`config.mk`:
```
export PLATFORM = sky130hd
export DESIGN_NAME = keypad_encoder
export DESIGN_NICKNAME = d
export VERILOG_FILES = /design/src/rtl/keypad_encoder.sv
export SDC_FILE = /design/constraint.sdc
export NUM_CORES = 1
export LEC_CHECK = 0
export BUFFER_PORTS_ARGS = -buffer_cell sky130_fd_sc_hd__buf_2
export CAP_MARGIN = 20
export CORE_UTILIZATION = 60
export CTS_CLUSTER_DIAMETER = 40
export DETAILED_ROUTE_END_ITERATION = 8
export PLACE_DENSITY = 0.84
export SLEW_MARGIN = 20
export SYNTH_ARGS = -nofsm -noshare
export SYNTH_HDL_FRONTEND = slang
export SYNTH_SLANG_ARGS = --single-unit
```
`constraint.sdc`:
```
create_clock -name clk_i -period 3.35 [get_ports clk_i]
set_clock_uncertainty 0.15 [all_clocks]
set_input_delay 0.1675 -clock clk_i [delete_from_list [all_inputs] [get_ports clk_i]]
set_output_delay 0.1675 -clock clk_i [all_outputs]
set_load 0.05 [all_outputs]
```
`src/rtl/keypad_encoder.sv`:
```
// Registered keypad front end: per-input debounce, priority keycode encode,
// press/release pulses, saturating octave register and wrapping mode register.

module keypad_debounce #(
    parameter int unsigned DEBOUNCE_CYCLES = 4
) (
    input  logic clk_i,
    input  logic rst_i,
    input  logic raw_i,
    output logic stable_o
);

    localparam int unsigned CNT_W = (DEBOUNCE_CYCLES > 1) ? $clog2(DEBOUNCE_CYCLES) : 1;
    localparam logic [CNT_W-1:0] CNT_LAST = CNT_W'(DEBOUNCE_CYCLES - 1);

    logic             stable_q, stable_d;
    logic [CNT_W-1:0] cnt_q, cnt_d;

    // Any sample that agrees with the accepted level restarts the count,
    // so only an unbroken run of DEBOUNCE_CYCLES differing samples is taken.
    always_comb begin
        stable_d = stable_q;
        cnt_d    = cnt_q;
        if (raw_i == stable_q) begin
            cnt_d = '0;
        end else if (cnt_q == CNT_LAST) begin
            stable_d = raw_i;
            cnt_d    = '0;
        end else begin
            cnt_d = cnt_q + 1'b1;
        end
    end

    always_ff @(posedge clk_i) begin
        if (rst_i) begin
            stable_q <= 1'b0;
            cnt_q    <= '0;
        end else begin
            stable_q <= stable_d;
            cnt_q    <= cnt_d;
        end
    end

    assign stable_o = stable_q;

endmodule

module keypad_encoder #(
    parameter int unsigned NUM_KEYS        = 17,
    parameter int unsigned CODE_W          = 5,
    parameter int unsigned DEBOUNCE_CYCLES = 4,
    parameter int unsigned OCTAVE_MIN      = 0,
    parameter int unsigned OCTAVE_MAX      = 7,
    parameter int unsigned OCTAVE_RESET    = 4,
    parameter int unsigned NUM_MODES       = 4,
    localparam int unsigned OCT_W          = $clog2(OCTAVE_MAX + 1),
    localparam int unsigned MODE_W         = $clog2(NUM_MODES)
) (
    input  logic                clk_i,
    input  logic                rst_i,
    input  logic [NUM_KEYS-1:0] sync_keys_i,
    input  logic                octave_up_key_i,
    input  logic                octave_down_key_i,
    input  logic                mode_key_i,
    output logic [CODE_W-1:0]   keycode_o,
    output logic                strobe_o,
    output logic                key_press_o,
    output logic                key_release_o,
    output logic [OCT_W-1:0]    octave_o,
    output logic [MODE_W-1:0]   mode_o
);

    localparam int unsigned NUM_RAW = NUM_KEYS + 3;
    localparam int unsigned IDX_UP  = NUM_KEYS;
    localparam int unsigned IDX_DN  = NUM_KEYS + 1;
    localparam int unsigned IDX_MD  = NUM_KEYS + 2;

    localparam logic [OCT_W-1:0]  OCT_MIN_V   = OCT_W'(OCTAVE_MIN);
    localparam logic [OCT_W-1:0]  OCT_MAX_V   = OCT_W'(OCTAVE_MAX);
    localparam logic [OCT_W-1:0]  OCT_RST_V   = OCT_W'(OCTAVE_RESET);
    localparam logic [MODE_W-1:0] MODE_LAST_V = MODE_W'(NUM_MODES - 1);

    logic [NUM_RAW-1:0]  raw_all;
    logic [NUM_RAW-1:0]  deb_all;
    logic [NUM_KEYS-1:0] deb_keys;
    logic                deb_up, deb_dn, deb_md;

    logic [CODE_W-1:0] keycode_q, keycode_d;
    logic              strobe_q, strobe_d;
    logic              key_press_q, key_press_d;
    logic              key_release_q, key_release_d;
    logic [OCT_W-1:0]  octave_q, octave_d;
    logic [MODE_W-1:0] mode_q, mode_d;
    logic              up_hist_q, dn_hist_q, md_hist_q;

    logic up_edge, dn_edge, md_edge;

    assign raw_all = {mode_key_i, octave_down_key_i, octave_up_key_i, sync_keys_i};

    for (genvar g = 0; g < NUM_RAW; g++) begin : g_deb
        keypad_debounce #(
            .DEBOUNCE_CYCLES (DEBOUNCE_CYCLES)
        ) u_deb (
            .clk_i    (clk_i),
            .rst_i    (rst_i),
            .raw_i    (raw_all[g]),
            .stable_o (deb_all[g])
        );
    end

    assign deb_keys = deb_all[NUM_KEYS-1:0];
    assign deb_up   = deb_all[IDX_UP];
    assign deb_dn   = deb_all[IDX_DN];
    assign deb_md   = deb_all[IDX_MD];

    // Ascending scan so the highest pressed index wins.
    always_comb begin
        keycode_d = '0;
        for (int i = 0; i < int'(NUM_KEYS); i++) begin
            if (deb_keys[i]) begin
                keycode_d = CODE_W'(i + 1);
            end
        end
    end

    always_comb begin
        strobe_d      = |deb_keys;
        key_press_d   = (keycode_d != '0) && (keycode_d != keycode_q);
        key_release_d = (keycode_d == '0) && (keycode_q != '0);
    end

    assign up_edge = deb_up & ~up_hist_q;
    assign dn_edge = deb_dn & ~dn_hist_q;
    assign md_edge = deb_md & ~md_hist_q;

    always_comb begin
        octave_d = octave_q;
        if (up_edge && !dn_edge) begin
            if (octave_q < OCT_MAX_V) begin
                octave_d = octave_q + 1'b1;
            end
        end else if (dn_edge && !up_edge) begin
            if (octave_q > OCT_MIN_V) begin
                octave_d = octave_q - 1'b1;
            end
        end
    end

    always_comb begin
        mode_d = mode_q;
        if (md_edge) begin
            mode_d = (mode_q == MODE_LAST_V) ? '0 : mode_q + 1'b1;
        end
    end

    always_ff @(posedge clk_i) begin
        if (rst_i) begin
            keycode_q     <= '0;
            strobe_q      <= 1'b0;
            key_press_q   <= 1'b0;
            key_release_q <= 1'b0;
            octave_q      <= OCT_RST_V;
            mode_q        <= '0;
            up_hist_q     <= 1'b0;
            dn_hist_q     <= 1'b0;
            md_hist_q     <= 1'b0;
        end else begin
            keycode_q     <= keycode_d;
            strobe_q      <= strobe_d;
            key_press_q   <= key_press_d;
            key_release_q <= key_release_d;
            octave_q      <= octave_d;
            mode_q        <= mode_d;
            up_hist_q     <= deb_up;
            dn_hist_q     <= deb_dn;
            md_hist_q     <= deb_md;
        end
    end

    assign keycode_o     = keycode_q;
    assign strobe_o      = strobe_q;
    assign key_press_o   = key_press_q;
    assign key_release_o = key_release_q;
    assign octave_o      = octave_q;
    assign mode_o        = mode_q;

endmodule

```
==> results of run 1 <==
## critical path, cell delays in order (launching register included)
cell and delay, ns:
dfxtp_1 0.39, nor2b_1 0.17, ha_1 0.23, inv_1 0.09, fa_1 0.39, xor2_1 0.16
nor2_1 0.11, xnor2_1 0.13, nand2b_1 0.06
## where the power goes
| group | total [W] | leakage, nW | switching [W] | internal [W] |
|---|---|---|---|---|
| registers | 0.000953 | 0.619 | 0.0000186 | 0.000934 |
| clock network | 0.000752 | 0.113 | 0.000315 | 0.000437 |
| logic | 0.000159 | 0.945 | 0.0000828 | 0.0000760 |
| total | 0.00186 | 1.68 | 0.000416 | 0.00145 |
## routing by layer
layer / share of wire / vias to the layer above / track usage
li1: - / 1212 / -
met1: 0.45 / 1111 / 0.242
met2: 0.50 / 41 / 0.404
met3: 0.031 / 17 / 0.0495
met4: 0.023 / 0 / 0.111
met5: 0 / - / 0
## cell type report
cell class | instances | area [um2] | share of cell area
Sequential cell | 76 | 1520 | 0.396
Clock inverter | 5 | 75.1 | 0.0196
Clock buffer | 11 | 141 | 0.0368
Tap cell | 70 | 87.6 | 0.0228
Timing Repair Buffer | 55 | 378 | 0.0984
Inverter | 25 | 93.8 | 0.0244
Multi-Input combinational cell | 221 | 1540 | 0.402
## cell usage after synthesis (3+ instances only)
cell	instances	share of area
nor2_1	80	0.094
dfxtp_1	76	0.48
inv_1	25	0.029
xnor2_1	23	0.063
ha_1	22	0.086
mux2i_1	21	0.066
or3_1	21	0.041
nor3_1	7	0.011
a21oi_1	6	0.0094
nor2b_1	6	0.012
clkbuf_1	5	0.0059
o21ai_0	4	0.0063
nand2b_1	3	0.0059
## sequential cells by signal (all words and copies together) (netlist names)
register              cells
md_hist_q                 1
dn_hist_q                 1
mode_o                    2
up_hist_q                 1
keycode_o                 5
g_deb.u_deb.stable_o     20
key_press_o               1
g_deb.u_deb.cnt_q        40
strobe_o                  1
octave_o                  3
key_release_o             1
## logic make-up after synthesis
group,count (synthesis)
flops,76
compound gates,23
mux,21
xor+xnor,24
simple gates,130
fa+ha+maj,23
buf+inv,32
## cells in the final DEF (no fill, tap or decap), types with 2 or more instances in the layout
| cell | Yosys | layout |
|---|---|---|
| a21oi_1 | 6 | 6 |
| dfxtp_1 | 76 | 76 |
| nor2b_1 | 6 | 6 |
| nor4_4 | 2 | 2 |
| bufinv_16 | 0 | 2 |
| o31a_1 | 2 | 2 |
| o21bai_1 | 2 | 2 |
| or3_1 | 21 | 21 |
| nand2b_1 | 3 | 3 |
| xnor2_1 | 23 | 23 |
| nor2_1 | 80 | 80 |
| o21ai_0 | 4 | 4 |
| ha_1 | 22 | 22 |
| inv_1 | 25 | 25 |
| dlygate4sd3_1 | 0 | 20 |
| clkbuf_8 | 0 | 10 |
| buf_2 | 0 | 34 |
| nor3_1 | 7 | 7 |
| mux2i_1 | 21 | 21 |
| clkinv_2 | 0 | 3 |
## path summary, 6_finish.rpt
kind	start	endpoint	slack (ns)	depth (start not counted)
worst max-delay path	g_deb[17].u_deb.stable_o	octave_o[2]	1.38	8
worst min-delay path	rst_i	g_deb[18].u_deb.stable_o	0.1	2
worst max register to register	g_deb[17].u_deb.stable_o	octave_o[2]	1.38	8
worst min register to register	g_deb[11].u_deb.cnt_q[0]	g_deb[11].u_deb.cnt_q[0]	0.27	1
## through the flow
step / hold slack, ns / instance area, um2 / cells
after detailed placement: 0.262 / 3420 / 427
after global placement: 0.255 / 3420 / 427
after floorplan: 0.164 / 3200 / 329
final: 0.0953 / 3840 / 463
after CTS: 0.0888 / 3840 / 463
after global routing: 0.0922 / 3840 / 463
## repair_timing
item / CTS / global route
hold buffers: 20 / 0
hold endpoints to repair: 20 / 0
resized for setup: 0 / 0
==> flow_summary.ini, run 1 <==
[run_status]
status = finished clean

[cells_and_area]
antenna_cells = 0
nets = 433
drive_gt1_frac = 0.150
fill_cells = 402
final_util = 0.752
syn_to_final_growth_pct = 20.2

[sta]
tightest_slew_ns = 0.424
rsz0062_at_grt = no
max_freq_ghz = 0.508
tns_ns = 0
setup_slack_ns = 1.38
slew_headroom = 0.717
finalCriticalPeriod_ns = 1.97
slew_violations = 0
hold_violations = 0
setup_viol_count_final = 0
finalCritPeriodShare = 0.588

[global_routing]
grt_pass1_wl_mm = 9.37
grt_usage = 0.222
antenna_found_initial = 0
grt.overflow.total = 0
grt_max_degree = 31
grt_pass1_vias = 2251

[logic_synthesis]
synth_fa_ha_area_frac = 0.0924
syn-num-nets = 374
synthSimpleGateAreaFrac = 0.206
synth_edf_count = 0
ys_ff_latch = 76
synth-seq-area-share = 0.476
yosys.area_share.xor_xnor = 0.0658
syn_area_um2 = 3200
synth_ff_type = dfxtp_1
syn_avg_cell_area_um2 = 9.71
synth-compound-area-share = 0.0532
syn_inst = 329
synth.area.mux_share = 0.0658
synth_top_family_by_area = simple AND/OR/NAND/NOR gates
yosysUniqueCellTypes = 40
async_reset_ff_frac = 0
ys_warn_count = 0

[pwr]
leakage_nw = 1.68
ir_worst_vdd_v = 0.000331
power.total_w = 0.00186
cellPowerDensity_nw_per_um2 = 485

[placed_design]
portBuffers = 34
dp_worst_setup_slack_ns = 1.40
hpwl_mm = 4.01
place.gp.congestion = 0.795

[cts]
clock-sinks = 76
cts.path.max_buffers = 2
cts_made_buffers = 9
post_cts_buffers = 0
cts_tree = built
clk_pin_slew_ns = 0.08
insertion_delay_ns = 0.34
htreeDepth = 3
root_buffer = clkbuf_8

[worst_hold_path]
hp-class = primary input to flop

[routing]
drc_errors = 0
vias = 2381
drtPass1Iterations = 4
postRouteAntennaNets = 0
drt-total-wl_mm = 5.81
vias_per_cell = 5.14
drt_iter0_drc = 59
wl_per_cell_um = 12.6

[setup_path]
criticalPathCategory = flop to flop
cp-start-kind = flop
endpoint_kind = flop
cp_data_required_time_ns = 3.44
worstPathMaxFanout = 4
arrival_ns = 2.06

[die]
coreArea_um2 = 5110
start_util = 0.626
fp.dieW_um = 75.0
num_rows = 26
dieArea_um2 = 5620
die_h_um = 75.0
io_pins = 35

[flow_run]
cap_viol_max_count = 0
(Power assumes the default switching activity.)
==> inputs of run 2 (changes only) <==
--- a/config.mk
+++ b/config.mk
@@ -5,12 +5,13 @@
 export SDC_FILE = /design/constraint.sdc
 export NUM_CORES = 1
 export LEC_CHECK = 0
+export ABC_AREA = 1
 export BUFFER_PORTS_ARGS = -buffer_cell sky130_fd_sc_hd__buf_2
 export CAP_MARGIN = 20
-export CORE_UTILIZATION = 60
+export CORE_UTILIZATION = 57
 export CTS_CLUSTER_DIAMETER = 40
 export DETAILED_ROUTE_END_ITERATION = 8
-export PLACE_DENSITY = 0.84
+export PLACE_DENSITY = 0.81
 export SLEW_MARGIN = 20
 export SYNTH_ARGS = -nofsm -noshare
 export SYNTH_HDL_FRONTEND = slang
==> constraint.sdc (replaced) <==
create_clock -name clk_i -period 1.9 [get_ports clk_i]
set_clock_uncertainty 0.15 [all_clocks]
set_input_delay 0.095 -clock clk_i [delete_from_list [all_inputs] [get_ports clk_i]]
set_output_delay 0.095 -clock clk_i [all_outputs]
set_load 0.05 [all_outputs]
==> flow_summary.ini, run 2 <==
[setup_path]
endpoint_kind = flop
critPathMaxStageDelay_ns = 0.35
worstPathMaxFanout = 3
crit_chain = inv_1, nor2_2, ha_4, inv_2, fa_2, xnor2_2, a21oi_1, nor2_1, nand2_1
arrival_ns = 1.90
criticalPathCategory = flop to flop
cp_data_required_time_ns = 1.99
crit_path_top_delay_cell = dfxtp_2
crit_buf_inv = 2
cp_top_family = adder cells
cp-start-kind = flop

[run_status]
status = finished clean

[placed_design]
placed_cells = 476
portBuffers = 34
place.gp.congestion = 0.771
hpwl_mm = 4.04
dp_worst_setup_slack_ns = 0.0243

[cells_and_area]
layout_common_cells = dfxtp_1 (71), inv_1 (61), nor2_1 (61)
largest_reg_flops = 40
syn_to_final_growth_pct = 25.1
stdcell_count = 514
largest_register = g_deb.u_deb.cnt_q
fill_cells = 403
nets = 484
regArea_um2 = 1530
drive_gt1_frac = 0.176
multi_input_area_um2 = 1340
antenna_cells = 0
final_common_cell = dfxtp_1
final_util = 0.749

[sta]
slew_headroom = 0.712
max_freq_ghz = 0.555
rsz0062_at_grt = yes
finalCritPeriodShare = 0.949
tightest_slew_ns = 0.432
slew_violations = 0
setup_slack_ns = 0.0969
hold_violations = 0
tns_ns = 0
setup_viol_count_final = 0
finalCriticalPeriod_ns = 1.80

[logic_synthesis]
synth-seq-area-share = 0.491
yosys-top-cells-area = dfxtp_1 (49%), ha_1 (8.9%), inv_1 (7.5%)
yosys.area.top_type = dfxtp_1
synth_top_family_by_area = compound AO/OA/AOI/OAI gates
yosysTopAreaCellShare = 0.491
yosysMostFrequentCell = dfxtp_1
ys_ff_latch = 76
synth_ff_type = dfxtp_1
yosys.area_share.xor_xnor = 0.0113
synth_edf_count = 0
syn_inst = 375
ys_warn_count = 0
synth_common_cells = dfxtp_1 (76), inv_1 (62), nor2_1 (62), a21oi_1 (44), nand2_1 (27)
syn-num-nets = 420
synth_fa_ha_area_frac = 0.0954
yosysUniqueCellTypes = 28
synthSimpleGateAreaFrac = 0.140
synth.area.mux_share = 0
syn_avg_cell_area_um2 = 8.26
synth-compound-area-share = 0.173
syn_area_um2 = 3100
async_reset_ff_frac = 0

[routing]
vias_per_cell = 5.11
dr_wl_met3_um = 297
wl_per_cell_um = 11.6
drc_errors = 0
drtPass1Iterations = 4
met1_length_mm = 2.46
postRouteAntennaNets = 0
drt_iter0_drc = 94
drt-total-wl_mm = 5.98
vias = 2624
routed.top_layer = met4
dr_wl_met2_mm = 3.13

[die]
dieArea_um2 = 5730
fp.dieW_um = 75.7
die_h_um = 75.7
num_rows = 26
start_util = 0.599
coreArea_um2 = 5170
io_pins = 35

[global_routing]
grt.overflow.total = 0
antenna_found_initial = 0
grt_usage = 0.231
grt_pass1_wl_mm = 9.65
grt_pass1_vias = 2372
grt_max_degree = 26

[pwr]
ir_worst_vdd_v = 0.000869
p_seq_frac = 0.464
cellPowerDensity_nw_per_um2 = 947
leakage_nw = 1.78
clkPwrFrac = 0.433
switchingPower_w = 0.000848
power.internal_w = 0.00282
swShare = 0.231
combinationalPowerShare = 0.103

[cts]
root_buffer = clkbuf_8
cts_tree = built
clock-sinks = 76
cts_made_buffers = 9
insertion_delay_ns = 0.35
cts.path.max_buffers = 2
clk_pin_slew_ns = 0.07
htreeDepth = 3

[flow_run]
cap_viol_max_count = 0

[worst_hold_path]
hp-class = flop to flop
run 2: metal layers:
metal  up-vias  global-route usage
li1       1349                   -
met1      1192               0.238
met2        68               0.417
met3        15               0.102
met4         0              0.0802
met5         -                   0
run 2: what timing repair did:
item | 4_1_cts | 5_1_grt
setup buffers | 0 | 1
resized for setup | 0 | 14
setup endpoints to repair | 0 | 2
hold buffers | 21 | 0
endpoints found under the hold margin | 62 | 0
run 2: stage by stage:
stage / hold slack (ns) / power [W] / area [um2]
final: 0.270 / 0.00367 / 3870
after floorplan: 0.0799 / 0.00198 / 3100
after detailed placement: 0.222 / 0.00208 / 3350
after global placement: 0.222 / 0.00206 / 3350
after global routing: 0.282 / 0.00383 / 3870
after CTS: 0.273 / 0.00369 / 3820
run 2: area by class of cell:
type,instances,area share
clock buffer,10,0.0329
inverter,68,0.0659
clock inverter,6,0.0352
tap,70,0.0226
sequential,76,0.394
timing repair buffer,58,0.104
multi-input combinational,226,0.345
run 2: cells by family after synthesis:
family,after synthesis
compound gates,94
fa+ha+maj,23
buf+inv,73
flops,76
xor+xnor,4
simple gates,105
run 2: power groups by stage:
stage	Clock, W	Sequential [W]	Combinational, W
6_report	0.00159	0.00170	0.000379
5_1_grt	0.00169	0.00171	0.000433
4_1_cts	0.00162	0.00170	0.000373
3_5_place_dp	0	0.00174	0.000337
3_3_place_gp	0	0.00173	0.000323
2_1_floorplan	0	0.00178	0.000193
run 2: path summary, 6_finish.rpt:
check,startpoint,endpoint,slack [ns],cells after the start
worst max-delay path,g_deb[17].u_deb.stable_o,octave_o[2],0.1,9
worst min-delay path,g_deb[5].u_deb.cnt_q[0],g_deb[5].u_deb.cnt_q[0],0.27,1
worst max register to register,g_deb[17].u_deb.stable_o,octave_o[2],0.1,9
worst min register to register,g_deb[5].u_deb.cnt_q[0],g_deb[5].u_deb.cnt_q[0],0.27,1
run 2: worst register-to-register path, stage by stage, from the launching register on:
cell     delay, ns
dfxtp_2       0.35
inv_1         0.08
nor2_2        0.14
ha_4          0.17
inv_2         0.05
fa_2          0.35
xnor2_2       0.19
a21oi_1       0.09
nor2_1        0.08
nand2_1       0.05
